File: src/rtl/neural_output_layer.sv
// Output neuron of the 2-2-1 XOR network: two-step MAC, bias, saturation,
// hard-sigmoid, with a 4-phase req/ack handshake toward the hidden layer.
module neural_output_layer #(
    parameter int WIDTH = 8,
    parameter int FRAC  = 4,
    parameter int ACC_W = 16,
    parameter int W0    = 32,
    parameter int W1    = -32,
    parameter int BIAS  = -8
) (
    input  logic                    clk,
    input  logic                    rst,
    input  logic                    req,
    input  logic signed [WIDTH-1:0] a0,
    input  logic signed [WIDTH-1:0] a1,
    output logic                    ack,
    output logic                    busy,
    output logic signed [WIDTH-1:0] z,
    output logic        [WIDTH-1:0] y,
    output logic                    cls
);

    localparam int ACT_W = WIDTH + 2;

    localparam logic signed [WIDTH-1:0] W0_C     = WIDTH'(W0);
    localparam logic signed [WIDTH-1:0] W1_C     = WIDTH'(W1);
    localparam logic signed [ACC_W-1:0] BIAS_C   = ACC_W'(BIAS);
    localparam logic signed [ACC_W-1:0] ZMAX_C   = ACC_W'((2 ** (WIDTH - 1)) - 1);
    localparam logic signed [ACC_W-1:0] ZMIN_C   = ACC_W'(-(2 ** (WIDTH - 1)));
    localparam logic signed [ACT_W-1:0] HALF_ACT = ACT_W'(8);
    localparam logic signed [ACT_W-1:0] ONE_ACT  = ACT_W'(16);
    localparam logic        [WIDTH-1:0] HALF_Y   = WIDTH'(8);

    typedef enum logic [2:0] {
        S_IDLE,
        S_MAC,
        S_BIAS,
        S_ACT,
        S_DONE
    } state_t;

    state_t                    state_q, state_d;
    logic                      req_q;
    logic                      load;
    logic signed [WIDTH-1:0]   a0_q, a1_q;
    logic signed [ACC_W-1:0]   acc_q, acc_d;
    logic                      idx_q, idx_d;
    logic                      ack_q, ack_d;
    logic                      busy_q, busy_d;
    logic signed [WIDTH-1:0]   z_q, z_d;
    logic        [WIDTH-1:0]   y_q, y_d;
    logic                      cls_q, cls_d;

    logic signed [WIDTH-1:0]   a_sel, w_sel, z_shr;
    logic signed [2*WIDTH-1:0] prod, prod_sh;
    logic signed [ACC_W-1:0]   acc_bias;
    logic signed [ACT_W-1:0]   act_pre;
    logic        [WIDTH-1:0]   y_new;

    always_comb begin
        a_sel    = idx_q ? a1_q : a0_q;
        w_sel    = idx_q ? W1_C : W0_C;
        prod     = a_sel * w_sel;
        prod_sh  = prod >>> FRAC;
        acc_bias = acc_q + BIAS_C;
        // Hard-sigmoid slope 1/4 centred on 0.5, clamped to [0.0, 1.0]
        z_shr    = z_q >>> 2;
        act_pre  = ACT_W'(z_shr) + HALF_ACT;
        if (act_pre[ACT_W-1]) begin
            y_new = '0;
        end else if (act_pre > ONE_ACT) begin
            y_new = WIDTH'(ONE_ACT);
        end else begin
            y_new = WIDTH'(act_pre);
        end
    end

    always_comb begin
        state_d = state_q;
        load    = 1'b0;
        acc_d   = acc_q;
        idx_d   = idx_q;
        ack_d   = ack_q;
        busy_d  = busy_q;
        z_d     = z_q;
        y_d     = y_q;
        cls_d   = cls_q;
        case (state_q)
            S_IDLE: begin
                if (req && !req_q) begin
                    load    = 1'b1;
                    acc_d   = '0;
                    idx_d   = 1'b0;
                    busy_d  = 1'b1;
                    state_d = S_MAC;
                end
            end
            S_MAC: begin
                acc_d = acc_q + ACC_W'(prod_sh);
                idx_d = 1'b1;
                if (idx_q) begin
                    state_d = S_BIAS;
                end
            end
            S_BIAS: begin
                acc_d = acc_bias;
                if (acc_bias > ZMAX_C) begin
                    z_d = WIDTH'(ZMAX_C);
                end else if (acc_bias < ZMIN_C) begin
                    z_d = WIDTH'(ZMIN_C);
                end else begin
                    z_d = WIDTH'(acc_bias);
                end
                state_d = S_ACT;
            end
            S_ACT: begin
                y_d     = y_new;
                cls_d   = (y_new >= HALF_Y);
                ack_d   = 1'b1;
                state_d = S_DONE;
            end
            S_DONE: begin
                if (!req) begin
                    ack_d   = 1'b0;
                    busy_d  = 1'b0;
                    state_d = S_IDLE;
                end
            end
            default: state_d = S_IDLE;
        endcase
    end

    always_ff @(posedge clk or negedge rst) begin
        if (!rst) begin
            state_q <= S_IDLE;
            req_q   <= 1'b0;
            a0_q    <= '0;
            a1_q    <= '0;
            acc_q   <= '0;
            idx_q   <= 1'b0;
            ack_q   <= 1'b0;
            busy_q  <= 1'b0;
            z_q     <= '0;
            y_q     <= '0;
            cls_q   <= 1'b0;
        end else begin
            state_q <= state_d;
            req_q   <= req;
            if (load) begin
                a0_q <= a0;
                a1_q <= a1;
            end
            acc_q   <= acc_d;
            idx_q   <= idx_d;
            ack_q   <= ack_d;
            busy_q  <= busy_d;
            z_q     <= z_d;
            y_q     <= y_d;
            cls_q   <= cls_d;
        end
    end

    assign ack  = ack_q;
    assign busy = busy_q;
    assign z    = z_q;
    assign y    = y_q;
    assign cls  = cls_q;

endmodule

File: config.mk
export PLATFORM = sky130hd
export DESIGN_NAME = neural_output_layer
export DESIGN_NICKNAME = d
export VERILOG_FILES = /design/src/rtl/neural_output_layer.sv
export SDC_FILE = /design/constraint.sdc
export NUM_CORES = 1
export LEC_CHECK = 0
export BUFFER_PORTS_ARGS = -buffer_cell sky130_fd_sc_hd__buf_2
export CORE_ASPECT_RATIO = 2
export CORE_MARGIN = 1.5
export CORE_UTILIZATION = 65
export DETAILED_ROUTE_END_ITERATION = 10
export GPL_ROUTABILITY_DRIVEN = 0
export PLACE_DENSITY = 0.86
export SYNTH_ARGS = -nofsm -noshare
export SYNTH_HDL_FRONTEND = slang
export SYNTH_SLANG_ARGS = --single-unit
File: constraint.sdc
create_clock -name clk -period 10.57 [get_ports clk]
set_input_delay 2.114 -clock clk [delete_from_list [all_inputs] [get_ports clk]]
set_output_delay 2.114 -clock clk [all_outputs]
set_load 0.005 [all_outputs]
After elaboration in Yosys (flattened, before gate mapping)
Index checks and enable logic that the tools add are counted.

cells by class
  $mul = 1
  multiplexer cells = 20
  reduce and logical (&&, ||, !) cells = 12
  order comparisons = 4
  equal/unequal tests = 7
  add/subtract/negate cells = 3

operators with widths
  cell                                                                              number
  8-bit 2-to-1 mux                                                                  6
  16-bit case mux with 3 select lines                                               1
  16-bit by 12-bit adder with 16-bit output                                         1
  16-bit by 4-bit adder with 16-bit output, second input constant                   1
  16-bit by 8-bit greater-than comparator with 1-bit output, second input constant  1
  16-bit by 8-bit < comparator with 1-bit output, second input constant             1
  8-bit by 8-bit multiplier with 16-bit output                                      1
  16-bit 2-to-1 mux                                                                 1
  3-bit case mux with 5 select lines                                                1
  3-bit 2-to-1 mux                                                                  3
  8-bit by 4-bit >= comparator with 1-bit output, second input constant             1
  6-bit by 5-bit adder with 7-bit output, second input constant                     1
  7-bit by 6-bit greater-than comparator with 1-bit output, second input constant   1
  3-bit by 2-bit == test with 1-bit output, second input constant                   2
  2-bit inequality test, second input constant                                      3
  1-bit case mux with 2 select lines                                                3
  2-bit AND reduction                                                               3
  3-bit AND reduction                                                               2
  2-bit nonzero test                                                                3
  1-bit 2-to-1 mux                                                                  5
  3-bit by 1-bit == test with 1-bit output, second input constant                   1
  3-bit == test, second input constant                                              1
  3-bit logical NOT                                                                 1
  3-bit nonzero test                                                                1
  2 further kinds                                                                   2

storage, ports and cells
  logic and storage cells = 58
  output and inout port bits = 19
  bits in registers = 56

Longest topological paths before layout
Gate-level depths: netlist (run 1).

  word-level depth = 5
  mapped depth = 22
  gate-level depth less buffers = 20

Worst setup path after synthesis (run 1)
OpenSTA, ideal clock, no wires.

  path type = reg2reg
  start point = register idx_q
  end point = register acc_q[15]
  data required time = 10,435 ps
  cell stages (with the launch flop) = 20
  setup slack = 5,620 ps
  arrival time = 4,815 ps
  buffers on the path = 0
  cell sequence = dfrtp_1 > clkinv_1 > a21o_1 > fa_1 > ha_1 > ha_1 > ha_1 > ha_1 > fa_1 > a211oi_1 > o21bai_1 > a21oi_1 > xnor2_1 > ha_1 > nand3_1 > o22ai_1 > o21a_1 > a211oi_1 > xor2_1 > o21ai_0

on the way
  word-level cells in the longest chain between the ends = 4
  elaborated cells between the ends (all ways) = 5
  those cells by class = add/sub: 1; mul: 1; mux: 3

ends and longest elaborated chain
  item                                              line    source
  start, declared                                   47      logic idx_q, idx_d;
  start signal, assigned                            154     idx_q <= idx_d;
  8-bit 2-to-1 mux (on tied branches)               61, 62
  8-bit by 8-bit multiplier with 16-bit output (*)  63      prod = a_sel * w_sel;
  16-bit by 12-bit adder with 16-bit output (*)     99      acc_d = acc_q + ACC_W'(prod_sh);
  16-bit case mux with 3 select lines (*)           88      case (state_q)
  end signal, assigned                              139     acc_q <= '0;
  end signal, assigned                              153     acc_q <= acc_d;
  end, declared                                     46      logic signed [ACC_W-1:0] acc_q, acc_d;

Every way passes the cells marked *; elsewhere a longest branch is shown, timed or not.
A chain may end at the register's enable or synchronous reset.

Worst setup path in the final report (run 1)
  start point = register idx_q
  end point = register acc_q[14]

The elaborated chain is that of the path after synthesis.

==> results of run 1 <==
==> through the flow <==
stage               setup slack [ns]  cell area (sq um)  utilization  hold WS (ns)
detailed placement              4.88               4290        0.708         0.466
global placement                5.10               4290        0.708         0.456
finish                          4.79               4460        0.737         0.483
global route                    4.36               4460        0.737         0.501
CTS                             4.83               4460        0.737         0.482
floorplan                       5.62               4090            -         0.464
==> kinds of logic (layout without fill, tap and decap cells) <==
group,count (synthesis),count (layout),share of synthesized area
other,1,2,0.000919
and+or+nand+nor,129,129,0.155
xor gates and xnor gates,24,24,0.0549
adders and majority gates,53,53,0.177
buffers and inverters,43,65,0.0426
DFF,54,54,0.331
muxes,16,16,0.0438
AOI/OAI and AO/OA,117,117,0.194
==> worst max-delay path by stage <==
stage | start | to | slack (ns) | cells after the start
2_1_floorplan | idx_q$_DFFE_PN0P_ | acc_q[15]$_DFFE_PN0P_ | 5.62 | 19
3_3_place_gp | idx_q$_DFFE_PN0P_ | acc_q[15]$_DFFE_PN0P_ | 5.10 | 19
3_5_place_dp | idx_q$_DFFE_PN0P_ | acc_q[15]$_DFFE_PN0P_ | 4.88 | 19
4_1_cts | idx_q$_DFFE_PN0P_ | acc_q[15]$_DFFE_PN0P_ | 4.83 | 19
5_1_grt | idx_q$_DFFE_PN0P_ | acc_q[15]$_DFFE_PN0P_ | 4.36 | 19
6_report | idx_q$_DFFE_PN0P_ | acc_q[14]$_DFFE_PN0P_ | 4.79 | 19
==> registers in the layout, indices dropped and copies added (netlist names) <==
register	cells
a0_q	8
a1_q	8
acc_q	16
ack	1
busy	1
cls	1
idx_q	1
req_q	1
state_q	3
y	6
z	8
==> layer usage <==
metal	vias up	part of all wire	GRT usage
li1	1644	-	-
met1	1631	0.37	0.312
met2	111	0.53	0.522
met3	42	0.038	0.0450
met4	0	0.061	0.189
met5	-	0	0
==> cell usage after synthesis (3+ instances only) <==
cell and number:
clkbuf_1 17, o21ai_0 27, a211oi_1 5, and2_1 6, fa_1 8, a22o_1 3, inv_1 19, a21oi_1 22
o221ai_1 5, nor4_1 4, ha_1 45, mux2_2 15, o311ai_1 4, xnor2_1 12, nor2_1 29, nand4_1 4
nor2b_1 4, xor2_1 11, o21a_1 6, o22ai_1 3, a21o_1 12, a211o_1 4, nor3_1 16, dfrtp_1 54
a31oi_1 3, nand2b_1 6, o211ai_1 4, or3_1 4, nand3_1 9, buf_2 3, nand2_1 35
==> critical path, stage by stage, from the launching register on <==
cell	delay, ns
dfrtp_1	0.66
clkinv_1	0.38
a21o_1	0.27
fa_1	0.48
ha_1	0.30
ha_1	0.30
ha_1	0.30
ha_1	0.23
fa_1	0.43
a211oi_1	0.34
o21bai_1	0.12
a21oi_1	0.24
xnor2_1	0.23
ha_1	0.36
a21o_1	0.21
a21o_1	0.17
a21oi_1	0.25
mux2i_1	0.23
a21oi_1	0.09
nand3_1	0.12
==> layout make-up <==
class / count / area [sq um] / area share
tap: 84 / 105 / 0.0236
timing repair buffer: 37 / 190 / 0.0426
inverter: 20 / 75.1 / 0.0168
sequential: 54 / 1350 / 0.303
clock inverter: 3 / 48.8 / 0.0109
multi-input combinational: 341 / 2560 / 0.575
clock buffer: 5 / 125 / 0.0281
==> impl_metrics.csv, run 1 <==
group,metric,value,unit
clock_tree,cts_tree,"yes",
sta,worst_slew_pin_slew,1.20,ns
critical_path,start_kind,"flop",
route,vias,3428,
sta,min_period,5.78,ns
logic_synthesis,synth.area.top_cells,"dfrtp_1, ha_1, mux2_2, fa_1, o21ai_0",
route,drc,0,
logic_synthesis,seq_area_frac_synth,0.331,
sta,post-route-period-util,0.547,
sta,rsz0062_at_grt,"false",
grt,grt_pass1_vias,3401,
finish,fillers,448,
critical_path,crit_type,"flop to flop",
clock_tree,cts_resized,0,
clock_tree,cts.sinks,54,
finish,num_antenna_cells,0,
logic_synthesis,synth.distinct_cells,58,
clock_tree,postCtsHoldBufs,0,
grt,grt_use_total,0.295,
clock_tree,cts_buffer_depth,2,
logic_synthesis,async_flop_share,1.00,
sta,setup_viol,0,
place,dp_hpwl,6910,um
grt,grt_overflow_total,0,
critical_path,ff2ff_path_depth,19,
logic_synthesis,yosys.area.top_type_share,0.331,
floorplan,fp-row-count,40,
worst_hold_path,whs_path_depth,1,
finish,drive_above_1_share,0.141,
route,wirelength,9250,um
clock_tree,clk_pin_slew,0.07,ns
route,dr.first_iter.drc_count,197,
sta,report.final.slew_viol_count,0,
critical_path,cp_max_fo,17,
job,cap_violations,0,
critical_path,r2r-start,"idx_q$_DFFE_PN0P_",
worst_hold_path,hp-start,"y[4]$_DFFE_PN0P_",
route,first_pass_iters,4,
logic_synthesis,yosysWarningCount,0,
grt,grt_start_max_net_pins,55,
finish,nets,531,
logic_synthesis,synth_area,0.00408,sq mm
place,dp_cells,536,
logic_synthesis,ys.flop_type,"dfrtp_1",
floorplan,die_area,0.00679,sq mm
finish,finalNonFillerCells,544,
clock_tree,clock_latency,0.30,ns
sta,clock-skew-final,0.00630,ns
floorplan,core_area,0.00606,sq mm
route,ant_nets,0,
finish,final_common_cell,"dfrtp_1",
logic_synthesis,syn_avg_cell_area,9.34,sq um
floorplan,start_util,0.674,
finish,layout_common_cells,"dfrtp_1, ha_1, nand2_1, buf_2, nor2_1",
clock_tree,cts_buffers,5,
sta,relSlewSlack,0.196,
sta,fin_setup_tns,0,ns
floorplan,ios,38,
worst_hold_path,min_to,"y[4]$_DFFE_PN0P_",
grt,grt_pass1_wl,15300,um
sta,hold_viol,0,
route,post_drt_wl_per_cell,17.0,um
critical_path,worst_r2r_endpoint,"acc_q[14]$_DFFE_PN0P_",
clock_tree,ctsRootBufferMaster,"clkbuf_16",
status,status,"complete, no violations",
critical_path,cp.arrival,6.03,ns
clock_tree,post_cts_buffers,0,
route,via_per_inst,6.30,
critical_path,ff2ff_setup_slack,4.79,ns
logic_synthesis,yosys.area.top_type,"dfrtp_1",
floorplan,chipHeight,115,um
logic_synthesis,synthCells,437,
critical_path,crit_required,10.81,ns
finish,area_growth,9.29,%
logic_synthesis,yosys_register_bits,54,
logic_synthesis,synth_edf_count,0,
clock_tree,htreeDepth,2,
critical_path,cp-end-kind,"flop",
place,numPortBuffers,35,
floorplan,die_w,59.0,um
sta,max_freq,173,MHz
worst_hold_path,hold_class,"flop to flop",
grt,antenna_found_initial,0,
Power of run 1 is left out: the tool's default activity adds up to more than one toggle a clock period on the data nets, which glitch-free logic cannot reach.
==> run 2, diff against run 1 <==
- CORE_UTILIZATION: 65 -> 55
- PLACE_DENSITY: 0.86 -> 0.78
- clock period: 10.57 -> 4.9 ns (I/O delays scaled with it)
==> impl_metrics.csv, run 2 (synthesis gave the netlist of run 1 again) <==
group,metric,value,unit
finish,finalNonFillerCells,571,
place,numPortBuffers,35,
clock_tree,clk_pin_slew,0.08,ns
clock_tree,postCtsHoldBufs,0,
critical_path,r2r-start,"idx_q$_DFFE_PN0P_",
clock_tree,clock_latency,0.30,ns
finish,nets,550,
grt,grt_overflow_total,0,
sta,setup_viol,0,
route,ant_nets,0,
place,dp_hpwl,7110,um
sta,min_period,4.80,ns
worst_hold_path,hold_class,"flop to flop",
worst_hold_path,min_to,"cls$_DFFE_PN0P_",
clock_tree,cts_tree,"yes",
route,drc,0,
route,first_pass_iters,4,
route,via_per_inst,6.30,
worst_hold_path,hp-start,"cls$_DFFE_PN0P_",
clock_tree,ctsRootBufferMaster,"clkbuf_16",
sta,report.final.slew_viol_count,0,
critical_path,cp.arrival,4.98,ns
sta,hold_viol,0,
grt,grt_start_max_net_pins,55,
clock_tree,cts_buffers,5,
sta,fin_setup_tns,0,ns
floorplan,die_w,63.9,um
worst_hold_path,whs_path_depth,1,
sta,clock-skew-final,0.00653,ns
floorplan,fp-row-count,44,
finish,final_util,0.661,
finish,num_antenna_cells,0,
route,wirelength,9880,um
critical_path,crit_chain,"buf_4 > mux2_2 > fa_1 > ha_1 > ha_1 > ha_1 > ha_1 > o21ai_2 > o21bai_1 > a21oi_2 > xnor2_4 > ha_4 > a21oi_1 > o22ai_1 > o21a_1 > a211oi_2 > xor2_1 > o21ai_1",
place,dp_cells,561,
grt,grt_pass1_vias,3594,
critical_path,cp_max_fo,6,
critical_path,crit_required,5.07,ns
clock_tree,cts_buffer_depth,2,
critical_path,crit_slowest_cell,"fa_1",
finish,top_register,"acc_q",
clock_tree,cts.sinks,54,
floorplan,start_util,0.566,
finish,layout_common_cells,"dfrtp_1, ha_1, nand2_1, buf_2, nor2_1",
floorplan,die_area,0.00798,sq mm
route,dr.first_iter.drc_count,223,
critical_path,crit_path_frequent_cell,"ha_1",
floorplan,chipHeight,125,um
clock_tree,htreeDepth,2,
grt,antenna_found_initial,0,
finish,fillers,558,
finish,largest_reg_flops,16,
floorplan,core_area,0.00721,sq mm
finish,drive_above_1_share,0.230,
sta,post-route-period-util,0.981,
floorplan,ios,38,
critical_path,worst_r2r_endpoint,"acc_q[15]$_DFFE_PN0P_",
critical_path,cp-end-kind,"flop",
sta,max_freq,208,MHz
finish,area_growth,16.8,%
finish,final_common_cell,"dfrtp_1",
status,status,"complete, no violations",
sta,worst_slew_pin_slew,1.21,ns
critical_path,start_kind,"flop",
critical_path,ff2ff_setup_slack,0.1,ns
job,cap_violations,0,
route,post_drt_wl_per_cell,17.3,um
sta,hold_slack,0.485,ns
critical_path,crit_type,"flop to flop",
critical_path,ff2ff_path_depth,18,
grt,grt_pass1_wl,15600,um
critical_path,cpPeakStageDelay,0.49,ns
route,vias,3598,
grt,grt_use_total,0.243,
sta,relSlewSlack,0.183,
==> run 2: per-layer routing <==
layer  part of all wire  GRT usage
met5                  0          0
met3              0.038     0.0298
met4              0.056      0.137
met2               0.55      0.436
met1               0.35      0.265
==> run 2: stage by stage <==
stage	cell area, sq um	setup slack, ns
after floorplan	4090	0.0166
after global placement	4430	0.0268
after detailed placement	4430	-0.182
after CTS	4600	0.0100
after global routing	4770	-0.110
final	4770	0.0951
==> run 2: layout make-up <==
cell class                      instances  area [sq um]  area share
Sequential cell                        54          1350       0.284
Clock buffer                            5           125      0.0262
Tap cell                               92           115      0.0241
Timing Repair Buffer                   56           337      0.0706
Inverter                               20          77.6      0.0163
Clock inverter                          3          28.8     0.00604
Multi-Input combinational cell        341          2730       0.573
==> run 2: repair_timing <==
action / in CTS / in global routing
gates resized for setup: 4 / 28
setup endpoints to repair: 4 / 5
buffers inserted: 0 / 2
pin swaps: 2 / 15
==> run 2: worst max path at each step <==
stage | startpoint | to | slack [ns] | cells after the start
global placement | idx_q$_DFFE_PN0P_ | acc_q[14]$_DFFE_PN0P_ | 0.03 | 19
finish | idx_q$_DFFE_PN0P_ | acc_q[15]$_DFFE_PN0P_ | 0.1 | 18
global route | idx_q$_DFFE_PN0P_ | acc_q[15]$_DFFE_PN0P_ | -0.11 | 18
CTS | idx_q$_DFFE_PN0P_ | acc_q[15]$_DFFE_PN0P_ | 0.01 | 19
floorplan | idx_q$_DFFE_PN0P_ | acc_q[15]$_DFFE_PN0P_ | 0.02 | 19
detailed placement | idx_q$_DFFE_PN0P_ | acc_q[14]$_DFFE_PN0P_ | -0.18 | 19
==> run 2: worst max-delay path, delay by kind of cell, from the launching register on <==
| kind | cells | cell delay (ns) |
|---|---|---|
| mux | 1 | 0.35 |
| compound gates | 8 | 1.28 |
| buf+inv | 1 | 0.17 |
| fa+ha+maj | 6 | 2.05 |
| flops | 1 | 0.43 |
| xor+xnor | 2 | 0.41 |
Power of run 2 is left out for the same reason.
==> run 3, diff against run 2 <==
- RECOVER_POWER: default -> 50
==> impl_metrics.csv, run 3 (synthesis gave the netlist of run 1 again) <==
group,metric,value,unit
finish,final_common_cell,"dfrtp_1",
sta,clock-skew-final,0.00653,ns
floorplan,start_util,0.566,
route,drc,0,
sta,hold_viol,0,
route,vias,3602,
sta,report.final.slew_viol_count,55,
grt,grt_use_total,0.243,
grt,met3_usage,0.0298,
finish,area_growth,16.6,%
clock_tree,htreeDepth,2,
floorplan,core_area,0.00721,sq mm
clock_tree,clk_pin_slew,0.08,ns
finish,top_register,"acc_q",
floorplan,ios,38,
grt,grt_use_met2,0.436,
sta,post-route-period-util,0.980,
route,first_pass_iters,4,
sta,relSlewSlack,-0.917,
place,numPortBuffers,35,
finish,fillers,561,
clock_tree,postCtsHoldBufs,0,
clock_tree,clock_latency,0.30,ns
grt,grt_pass1_vias,3594,
finish,nets,550,
floorplan,die_w,63.9,um
route,wirelength,9870,um
clock_tree,cts_buffer_depth,2,
floorplan,chipHeight,125,um
critical_path,start_kind,"flop",
clock_tree,ctsRootBufferMaster,"clkbuf_16",
sta,worst_slew_pin_slew,2.88,ns
floorplan,fp-row-count,44,
place,dp_hpwl,7110,um
clock_tree,cts_buffers,5,
grt,top_usage_layer,"met2",
sta,hold_slack,0.485,ns
finish,seq_area,0.00135,sq mm
finish,multiInputGateArea,0.00273,sq mm
sta,min_period,4.80,ns
route,post_drt_wl_per_cell,17.3,um
critical_path,crit_required,5.07,ns
finish,num_antenna_cells,0,
sta,max_freq,208,MHz
route,via_per_inst,6.31,
worst_hold_path,hold_class,"flop to flop",
sta,fin_setup_tns,0,ns
finish,largest_reg_flops,16,
finish,drive_above_1_share,0.223,
route,dr.first_iter.drc_count,214,
clock_tree,cts_tree,"yes",
critical_path,cp_max_fo,6,
status,status,"finished with violations",
grt,grt_overflow_total,0,
grt,antenna_found_initial,0,
sta,setup_viol,0,
grt,grt.met1_usage,0.265,
critical_path,cp.arrival,4.98,ns
route,ant_nets,0,
grt,grt_start_max_net_pins,55,
clock_tree,cts.sinks,54,
critical_path,crit_type,"flop to flop",
job,cap_violations,1,
critical_path,cp-end-kind,"flop",
status,violations,"capacitance limit, slew limit",
finish,layout_common_cells,"dfrtp_1, ha_1, nand2_1, buf_2, nor2_1",
grt,grt_pass1_wl,15600,um
floorplan,die_area,0.00798,sq mm
run 3: critical path, stage by stage (launching register included):
cell	delay, ns
dfrtp_2	0.43
buf_4	0.17
mux2_2	0.35
fa_1	0.49
ha_1	0.33
ha_1	0.30
ha_1	0.30
ha_1	0.36
o21ai_2	0.18
o21bai_1	0.11
a21oi_2	0.28
xnor2_4	0.22
ha_4	0.27
a21oi_1	0.13
o22ai_1	0.11
o21a_1	0.18
a211oi_2	0.21
xor2_1	0.19
o21ai_1	0.08
run 3: cell type report:
cell class                      instances  area share
Timing Repair Buffer                   56      0.0689
Sequential cell                        54       0.284
Clock buffer                            5      0.0263
Multi-Input combinational cell        341       0.574
Inverter                               20      0.0163
Clock inverter                          3     0.00605
Tap cell                               92      0.0242
run 3: per-stage QoR:
stage | util | std cells | instance area (sq um) | worst slack (ns)
global route | 0.660 | 571 | 4760 | -0.110
detailed placement | 0.614 | 561 | 4430 | -0.182
global placement | 0.614 | 561 | 4430 | 0.0268
floorplan | - | 438 | 4090 | 0.0166
CTS | 0.638 | 569 | 4600 | 0.0100
finish | 0.660 | 571 | 4760 | 0.0956
run 3: layer usage:
metal	part of all wire	vias to the layer above
li1	-	1677
met1	0.36	1746
met2	0.55	126
met3	0.034	53
met4	0.056	0
met5	0	-
run 3: timing repair:
item,4_1_cts,5_1_grt
pin swaps,2,15
buffers inserted,0,2
cloned,0,0
endpoints found under the setup margin,4,5
gates resized for setup,4,28
run 3: final timing paths:
check                                             end               from  depth (start not counted)  slack, ns
worst max-delay path            acc_q[15]$_DFFE_PN0P_  idx_q$_DFFE_PN0P_                         18        0.1
worst min-delay path                  cls$_DFFE_PN0P_    cls$_DFFE_PN0P_                          1       0.49
worst max register to register  acc_q[15]$_DFFE_PN0P_  idx_q$_DFFE_PN0P_                         18        0.1
max in group asynchronous           idx_q$_DFFE_PN0P_                rst                          2       1.36
worst min register to register        cls$_DFFE_PN0P_    cls$_DFFE_PN0P_                          1       0.49
min in group asynchronous            y[5]$_DFFE_PN0P_                rst                          2       1.70
Power of run 3 is left out for the same reason.
